<file path="src/rtl/multi_lane_writeback_if.sv">
// Bundles the retire-side inputs, regfile write ports, redirect and
// difftest commit handshake of the multi-lane writeback stage.
interface multi_lane_writeback_if #(
  parameter int LANES = 2,
  parameter int XLEN  = 64
);
  logic [LANES-1:0]      in_valid;
  logic [LANES-1:0]      in_is_wb;
  logic [LANES-1:0]      in_is_jump;
  logic [LANES-1:0]      in_br_taken;
  logic [5*LANES-1:0]    in_rd;
  logic [XLEN*LANES-1:0] in_data;
  logic [XLEN*LANES-1:0] in_target;
  logic [XLEN*LANES-1:0] in_pc;
  logic [32*LANES-1:0]   in_instr;
  logic                  in_ready;

  logic [LANES-1:0]      wb_en;
  logic [5*LANES-1:0]    wb_rd;
  logic [XLEN*LANES-1:0] wb_data;

  logic                  redirect_en;
  logic [XLEN-1:0]       redirect_pc;

  logic                  cm_valid;
  logic                  cm_ready;
  logic                  cm_is_wb;
  logic [4:0]            cm_rd;
  logic [XLEN-1:0]       cm_data;
  logic [XLEN-1:0]       cm_pc;
  logic [31:0]           cm_instr;

  modport master (
    output in_valid, in_is_wb, in_is_jump, in_br_taken, in_rd, in_data,
           in_target, in_pc, in_instr, cm_ready,
    input  in_ready, wb_en, wb_rd, wb_data, redirect_en, redirect_pc,
           cm_valid, cm_is_wb, cm_rd, cm_data, cm_pc, cm_instr
  );

  modport slave (
    input  in_valid, in_is_wb, in_is_jump, in_br_taken, in_rd, in_data,
           in_target, in_pc, in_instr, cm_ready,
    output in_ready, wb_en, wb_rd, wb_data, redirect_en, redirect_pc,
           cm_valid, cm_is_wb, cm_rd, cm_data, cm_pc, cm_instr
  );
endinterface

</file>
<file path="src/rtl/multi_lane_writeback.sv">
// N-lane writeback/commit stage: registered regfile writes, redirect pulse,
// and an in-order compacted commit queue drained one entry per cycle.
module multi_lane_writeback #(
  parameter int LANES = 2,
  parameter int DEPTH = 8,
  parameter int XLEN  = 64
) (
  input logic clk,
  input logic rst,
  multi_lane_writeback_if.slave bus
);
  localparam int PW = $clog2(DEPTH);
  localparam int CW = $clog2(DEPTH + 1);
  localparam int OW = $clog2(LANES + 1);

  typedef struct packed {
    logic            isWb;
    logic [4:0]      rd;
    logic [XLEN-1:0] data;
    logic [XLEN-1:0] pc;
    logic [31:0]     instr;
  } entry_t;

  entry_t          mem [DEPTH];
  logic [PW-1:0]   rdPtr, wrPtr;
  logic [CW-1:0]   count;
  logic            accept, pop;
  logic [LANES-1:0] live, writes, wbNext;
  logic [XLEN-1:0] wdata [LANES];
  logic [PW-1:0]   slotIdx [LANES];
  logic [OW-1:0]   pushCnt;
  logic            redirNext;
  logic [XLEN-1:0] redirPcNext;

  assign bus.in_ready = (DEPTH - 32'(count)) >= LANES;
  assign accept       = bus.in_ready && (|bus.in_valid);
  assign bus.cm_valid = count != '0;
  assign pop          = bus.cm_valid && bus.cm_ready;

  assign bus.cm_is_wb = mem[rdPtr].isWb;
  assign bus.cm_rd    = mem[rdPtr].rd;
  assign bus.cm_data  = mem[rdPtr].data;
  assign bus.cm_pc    = mem[rdPtr].pc;
  assign bus.cm_instr = mem[rdPtr].instr;

  // Walk lanes oldest-first: the first redirecting lane squashes everything younger,
  // and each live lane gets the next compacted queue slot.
  always_comb begin
    logic squash;
    squash      = 1'b0;
    live        = '0;
    writes      = '0;
    wbNext      = '0;
    pushCnt     = '0;
    redirNext   = 1'b0;
    redirPcNext = '0;
    for (int unsigned k = 0; k < LANES; k++) begin
      wdata[k]   = bus.in_is_jump[k] ? bus.in_pc[k*XLEN +: XLEN] + XLEN'(4)
                                     : bus.in_data[k*XLEN +: XLEN];
      slotIdx[k] = wrPtr + PW'(pushCnt);
      live[k]    = bus.in_valid[k] && !squash;
      writes[k]  = live[k] && (bus.in_is_wb[k] || bus.in_is_jump[k])
                   && (bus.in_rd[k*5 +: 5] != '0);
      if (live[k]) pushCnt = pushCnt + OW'(1);
      if (live[k] && (bus.in_is_jump[k] || bus.in_br_taken[k])) begin
        squash      = 1'b1;
        redirNext   = 1'b1;
        redirPcNext = bus.in_target[k*XLEN +: XLEN] & ~XLEN'(1);
      end
    end
    // A younger live writer to the same rd wins; only it drives the port.
    for (int unsigned k = 0; k < LANES; k++) begin
      wbNext[k] = writes[k];
      for (int unsigned j = k + 1; j < LANES; j++) begin
        if (writes[j] && (bus.in_rd[j*5 +: 5] == bus.in_rd[k*5 +: 5])) wbNext[k] = 1'b0;
      end
    end
  end

  always_ff @(posedge clk or posedge rst) begin
    if (rst) begin
      bus.wb_en       <= '0;
      bus.wb_rd       <= '0;
      bus.wb_data     <= '0;
      bus.redirect_en <= 1'b0;
      bus.redirect_pc <= '0;
      rdPtr           <= '0;
      wrPtr           <= '0;
      count           <= '0;
      for (int unsigned i = 0; i < DEPTH; i++) mem[i] <= '0;
    end else begin
      bus.wb_en       <= accept ? wbNext : '0;
      bus.redirect_en <= accept && redirNext;
      if (accept) begin
        for (int unsigned k = 0; k < LANES; k++) begin
          bus.wb_rd[k*5 +: 5]         <= bus.in_rd[k*5 +: 5];
          bus.wb_data[k*XLEN +: XLEN] <= wdata[k];
          if (live[k]) begin
            mem[slotIdx[k]] <= '{isWb:  bus.in_is_wb[k] || bus.in_is_jump[k],
                                 rd:    bus.in_rd[k*5 +: 5],
                                 data:  wdata[k],
                                 pc:    bus.in_pc[k*XLEN +: XLEN],
                                 instr: bus.in_instr[k*32 +: 32]};
          end
        end
        if (redirNext) bus.redirect_pc <= redirPcNext;
        wrPtr <= wrPtr + PW'(pushCnt);
      end
      if (pop) rdPtr <= rdPtr + PW'(1);
      count <= count + (accept ? CW'(pushCnt) : '0) - CW'(pop);
    end
  end
endmodule

</file>
<file path="src/flat_wrapper.sv">
// flat-port wrapper written by rule: the top's interface ports become plain ports
module multi_lane_writeback_flat 
#(
  parameter int LANES = 2,
  parameter int DEPTH = 8,
  parameter int XLEN  = 64
)
  (clk, rst, bus_in_valid, bus_in_is_wb, bus_in_is_jump, bus_in_br_taken, bus_in_rd, bus_in_data, bus_in_target, bus_in_pc, bus_in_instr, bus_cm_ready, bus_in_ready, bus_wb_en, bus_wb_rd, bus_wb_data, bus_redirect_en, bus_redirect_pc, bus_cm_valid, bus_cm_is_wb, bus_cm_rd, bus_cm_data, bus_cm_pc, bus_cm_instr);
  multi_lane_writeback_if #(.LANES(LANES), .XLEN(XLEN)) bus_i ();
  input logic clk;
  input logic rst;
  input wire logic [$bits(bus_i.in_valid)-1:0] bus_in_valid;
  input wire logic [$bits(bus_i.in_is_wb)-1:0] bus_in_is_wb;
  input wire logic [$bits(bus_i.in_is_jump)-1:0] bus_in_is_jump;
  input wire logic [$bits(bus_i.in_br_taken)-1:0] bus_in_br_taken;
  input wire logic [$bits(bus_i.in_rd)-1:0] bus_in_rd;
  input wire logic [$bits(bus_i.in_data)-1:0] bus_in_data;
  input wire logic [$bits(bus_i.in_target)-1:0] bus_in_target;
  input wire logic [$bits(bus_i.in_pc)-1:0] bus_in_pc;
  input wire logic [$bits(bus_i.in_instr)-1:0] bus_in_instr;
  input wire logic [$bits(bus_i.cm_ready)-1:0] bus_cm_ready;
  output wire logic [$bits(bus_i.in_ready)-1:0] bus_in_ready;
  output wire logic [$bits(bus_i.wb_en)-1:0] bus_wb_en;
  output wire logic [$bits(bus_i.wb_rd)-1:0] bus_wb_rd;
  output wire logic [$bits(bus_i.wb_data)-1:0] bus_wb_data;
  output wire logic [$bits(bus_i.redirect_en)-1:0] bus_redirect_en;
  output wire logic [$bits(bus_i.redirect_pc)-1:0] bus_redirect_pc;
  output wire logic [$bits(bus_i.cm_valid)-1:0] bus_cm_valid;
  output wire logic [$bits(bus_i.cm_is_wb)-1:0] bus_cm_is_wb;
  output wire logic [$bits(bus_i.cm_rd)-1:0] bus_cm_rd;
  output wire logic [$bits(bus_i.cm_data)-1:0] bus_cm_data;
  output wire logic [$bits(bus_i.cm_pc)-1:0] bus_cm_pc;
  output wire logic [$bits(bus_i.cm_instr)-1:0] bus_cm_instr;
  assign bus_i.in_valid = bus_in_valid;
  assign bus_i.in_is_wb = bus_in_is_wb;
  assign bus_i.in_is_jump = bus_in_is_jump;
  assign bus_i.in_br_taken = bus_in_br_taken;
  assign bus_i.in_rd = bus_in_rd;
  assign bus_i.in_data = bus_in_data;
  assign bus_i.in_target = bus_in_target;
  assign bus_i.in_pc = bus_in_pc;
  assign bus_i.in_instr = bus_in_instr;
  assign bus_i.cm_ready = bus_cm_ready;
  assign bus_in_ready = bus_i.in_ready;
  assign bus_wb_en = bus_i.wb_en;
  assign bus_wb_rd = bus_i.wb_rd;
  assign bus_wb_data = bus_i.wb_data;
  assign bus_redirect_en = bus_i.redirect_en;
  assign bus_redirect_pc = bus_i.redirect_pc;
  assign bus_cm_valid = bus_i.cm_valid;
  assign bus_cm_is_wb = bus_i.cm_is_wb;
  assign bus_cm_rd = bus_i.cm_rd;
  assign bus_cm_data = bus_i.cm_data;
  assign bus_cm_pc = bus_i.cm_pc;
  assign bus_cm_instr = bus_i.cm_instr;
  multi_lane_writeback #(.LANES(LANES), .DEPTH(DEPTH), .XLEN(XLEN)) u_core (.clk(clk), .rst(rst), .bus(bus_i));
endmodule
</file>
<file path="config.mk">
export PLATFORM = sky130hd
export DESIGN_NAME = multi_lane_writeback_flat
export DESIGN_NICKNAME = d
export VERILOG_FILES = /design/src/rtl/multi_lane_writeback_if.sv /design/src/rtl/multi_lane_writeback.sv /design/src/flat_wrapper.sv
export SDC_FILE = /design/constraint.sdc
export NUM_CORES = 2
export LEC_CHECK = 0
export CAP_MARGIN = 30
export CORE_AREA = 2 2 382 384
export DETAILED_ROUTE_END_ITERATION = 10
export DIE_AREA = 0 0 384 386
export GPL_ROUTABILITY_DRIVEN = 0
export HOLD_SLACK_MARGIN = 0.02
export PLACE_DENSITY_LB_ADDON = 0.05
export SLEW_MARGIN = 0
export SYNTH_ARGS = -nofsm -noshare
export SYNTH_HDL_FRONTEND = slang
export SYNTH_SLANG_ARGS = --single-unit
export TNS_END_PERCENT = 50
</file>
<file path="constraint.sdc">
create_clock -name clk -period 114.1 [get_ports clk]
set_clock_uncertainty 0.05 [all_clocks]
set_input_delay 11.41 -clock clk [delete_from_list [all_inputs] [get_ports clk]]
set_output_delay 11.41 -clock clk [all_outputs]
set_load 0.02 [all_outputs]
</file>
==> results.md <==
- Max Slew Vio Count: 0
- Fraction of layout cells with a size suffix above 1: 0.129
- Unrepaired setup endpoints after global routing: false
- Initial Util: 0.545
- Critical Path Source Type: flip-flop
- Area of the core: roughly 0.14 mm²
- Most used cell, CP: buf_4
- Clock Tree Root: clkbuf_16
- Synth cell types: 80
- Fmax: 57.6 MHz
- CTS tree: built
- Power per cell area: 32.8 mW/mm²
- Die width: about 380 µm
- Max incr delay on CP: 0.99 ns
- Async SR Flop Fraction: 1.00
- Final worst path period need: 17.36 ns
- Post-cts sizing count: 0
- DR pass1 iterations: 8
- Total of max-cap violations: 0
- Die height: slightly below 400 µm
- Count leader, synth: dfrtp_1
- CP Max Fanout: between 100 and 150
- CP required: 102.64 ns
- Global-route wire length before repair: 508 mm
- Setup bufs post-CTS: 0
- Port buffer count: around 840
- Hold WC Path Type: reg2reg
- CP arrival: 5.90 ns
- Total CTS buffers: 165
- Area grow syn2layout: 19.5%
- DRC Markers: 0
- Clock sink count: 1542
- Top-area cell type share of the netlist area: 0.490
- Post-Syn Area: 0.0788 mm²
- Post-synth top cells: 1542 x dfrtp_1, 1104 x nor2_1, 1012 x a21oi_1
- Core Rows: 140
- Total gr overflow: 0
- Final wirelength: ~360 mm
- Fin. Hold Viols: 0
- Die area: 0.148 mm²
- Post-synthesis cell count: 8010
- Maximum root-to-sink buffer count: 3
- Slew @ Worst Pin: ~1.3 ns
- Nets: between 8000 and 9000
- Leading area contributor after synthesis: dfrtp_1
- Drt first-iter violations: 13300
- Sequential fraction of the synthesis area: 0.490
- Final Cell Area: approximately 0.094 mm²
- YS warnings: 0
- Crit end category: primary output
- Routed vias/inst: 7.34
- H-Tree Depth: 4
- Critical path, cell by cell: buf_12 > buf_4 > buf_4 > mux4_2 > mux2_2 > clkdlybuf4s50_1
- Post-route setup TNS: 0 ns
- Hpwl dp: 218 mm
- CTS clk-pin slew, worst paths: 0.06 ns
- Synth top area cells: dfrtp_1 49%, mux4_2 9.5%, o22ai_1 7.9%
- Antenna violations before repair: 75
- FF+latch area: 0.0386 mm²
- Static leakage: 37.0 nW
- Main synth FF type: dfrtp_1
- Status: finished, final reports clean
- Period Utilization, post-route: 0.152
- Antenna-violating nets left: 0
- Crit path max-delay cell type: dfrtp_4
- Slew headroom: 0.151
- VDD IR-drop max: roughly 0.000027 V
- #FFs+latches synth: roughly 1500
- Syn_nets: between 8000 and 9000
- WS Path Type: reg2out
- EDFF count, synth: 0
- IO Count: 842
- CTS Hold Bufs: 0
- Vias in the first global route: 73600
- DP Area: 0.0884 mm²
- Fillers: 11700
- GRT Total Usage: 0.469
- Routed vias: between 70000 and 80000
- Post-Syn Area per Cell: 9.84 µm²
- Wire per inst: 34.3 µm
- Setup Viol. Count Final: 0
- Multi-input logic area: 0.0368 mm²
- Largest net degree at the start of global routing: 248
- Clk_lat worst skew: 0.81 ns
layer usage:
| layer | up-vias | wire length, µm | track usage | share of wire |
|---|---|---|---|---|
| li1 | 30300 | - | - | - |
| met1 | 37900 | 125000 | 0.613 | 0.35 |
| met2 | 6572 | 148000 | 0.646 | 0.42 |
| met3 | 1360 | 60900 | 0.219 | 0.17 |
| met4 | 80 | 20700 | 0.254 | 0.058 |
| met5 | - | 512 | 0 | 0.0014 |
registers in the layout, indices dropped and copies added, names as in the netlist:
name and count:
u_core.count 4, u_core.wrPtr 3, u_core.rdPtr 3, u_core.bus.wb_rd 10, u_core.bus.redirect_en 1, u_core.bus.redirect_pc 63, u_core.mem 1328, u_core.bus.wb_en 2
u_core.bus.wb_data 128
power breakdown:
part	switching (mW)	internal, mW	leakage, nW
clock	0.234	0.322	2.72
combinational	0.896	0.662	16.6
sequential	0.162	0.815	17.8
layout by cell type, fill, tap and decap left out, drive strengths merged, types with 16 or more instances in the layout:
cell type         n
clkdlybuf4s50   836
nor2           1104
mux2            167
a22oi           151
and4             18
xnor2            40
nor4             35
nand4            60
clkinv           23
o22ai          1000
mux2i            30
a21oi          1012
o221ai          180
clkbuf          253
and3             25
a221oi           20
inv              40
diode            35
xor2             59
nand3            60
a22o             56
mux4            332
ha               16
o31ai            16
o21ai           204
nor3             40
nand2           643
o22a             52
dfrtp          1542
buf             237
cell type report:
| cell class | count | share of cell area |
|---|---|---|
| Sequential cell | 1542 | 0.410 |
| Tap cell | 1917 | 0.0255 |
| Clock inverter | 42 | 0.00563 |
| Antenna cell | 35 | 0.000930 |
| Multi-Input combinational cell | 5483 | 0.391 |
| Timing Repair Buffer | 1074 | 0.113 |
| Clock buffer | 252 | 0.0528 |
| Inverter | 32 | 0.00135 |
worst max-delay path: cells and delay by family, from the launching register on:
| kind | cells | cell delay (ns) |
|---|---|---|
| buffers and inverters | 4 | 3.02 |
| multiplexers | 2 | 0.81 |
| flip-flops | 1 | 0.99 |
logic make-up (layout without fill, tap and decap cells):
family	Yosys count	after routing	synth area share
muxes	529	529	0.123
adders and majority gates	18	18	0.00305
AOI/OAI and AO/OA	2781	2781	0.217
and+or+nand+nor	2055	2055	0.109
DFF	1542	1542	0.490
other	1	36	0.0000476
xor gates and xnor gates	99	99	0.0110
buffers and inverters	985	1400	0.0476
metrics by stage:
step,total power [mW],utilization,hold WS (ns),cells,worst slack (ns)
floorplan,1.88,-,0.391,8010,59.14
global placement,2.44,0.608,0.408,10000,96.14
detailed placement,2.48,0.611,0.413,10000,96.10
CTS,3.04,0.650,0.429,10300,96.73
global route,3.20,0.652,0.448,10400,96.65
finish,3.09,0.652,0.424,10400,96.74
path summary, 6_finish.rpt:
| check | start | endpoint | slack [ns] | cells after the start |
|---|---|---|---|---|
| max | u_core.rdPtr[1] | bus_cm_data[10] | 96.74 | 6 |
| max reg2reg | u_core.count[1] | u_core.bus.redirect_pc[22] | 108.71 | 9 |
| max in group asynchronous | rst | u_core.mem[253] | 97.36 | 10 |
| min reg2reg | u_core.bus.wb_data[16] | u_core.bus.wb_data[16] | 0.42 | 2 |
| min in group asynchronous | rst | u_core.mem[1280] | 10.85 | 2 |
| min | u_core.bus.wb_data[16] | u_core.bus.wb_data[16] | 0.42 | 2 |
Note: power is estimated with default switching activity, not from simulation.
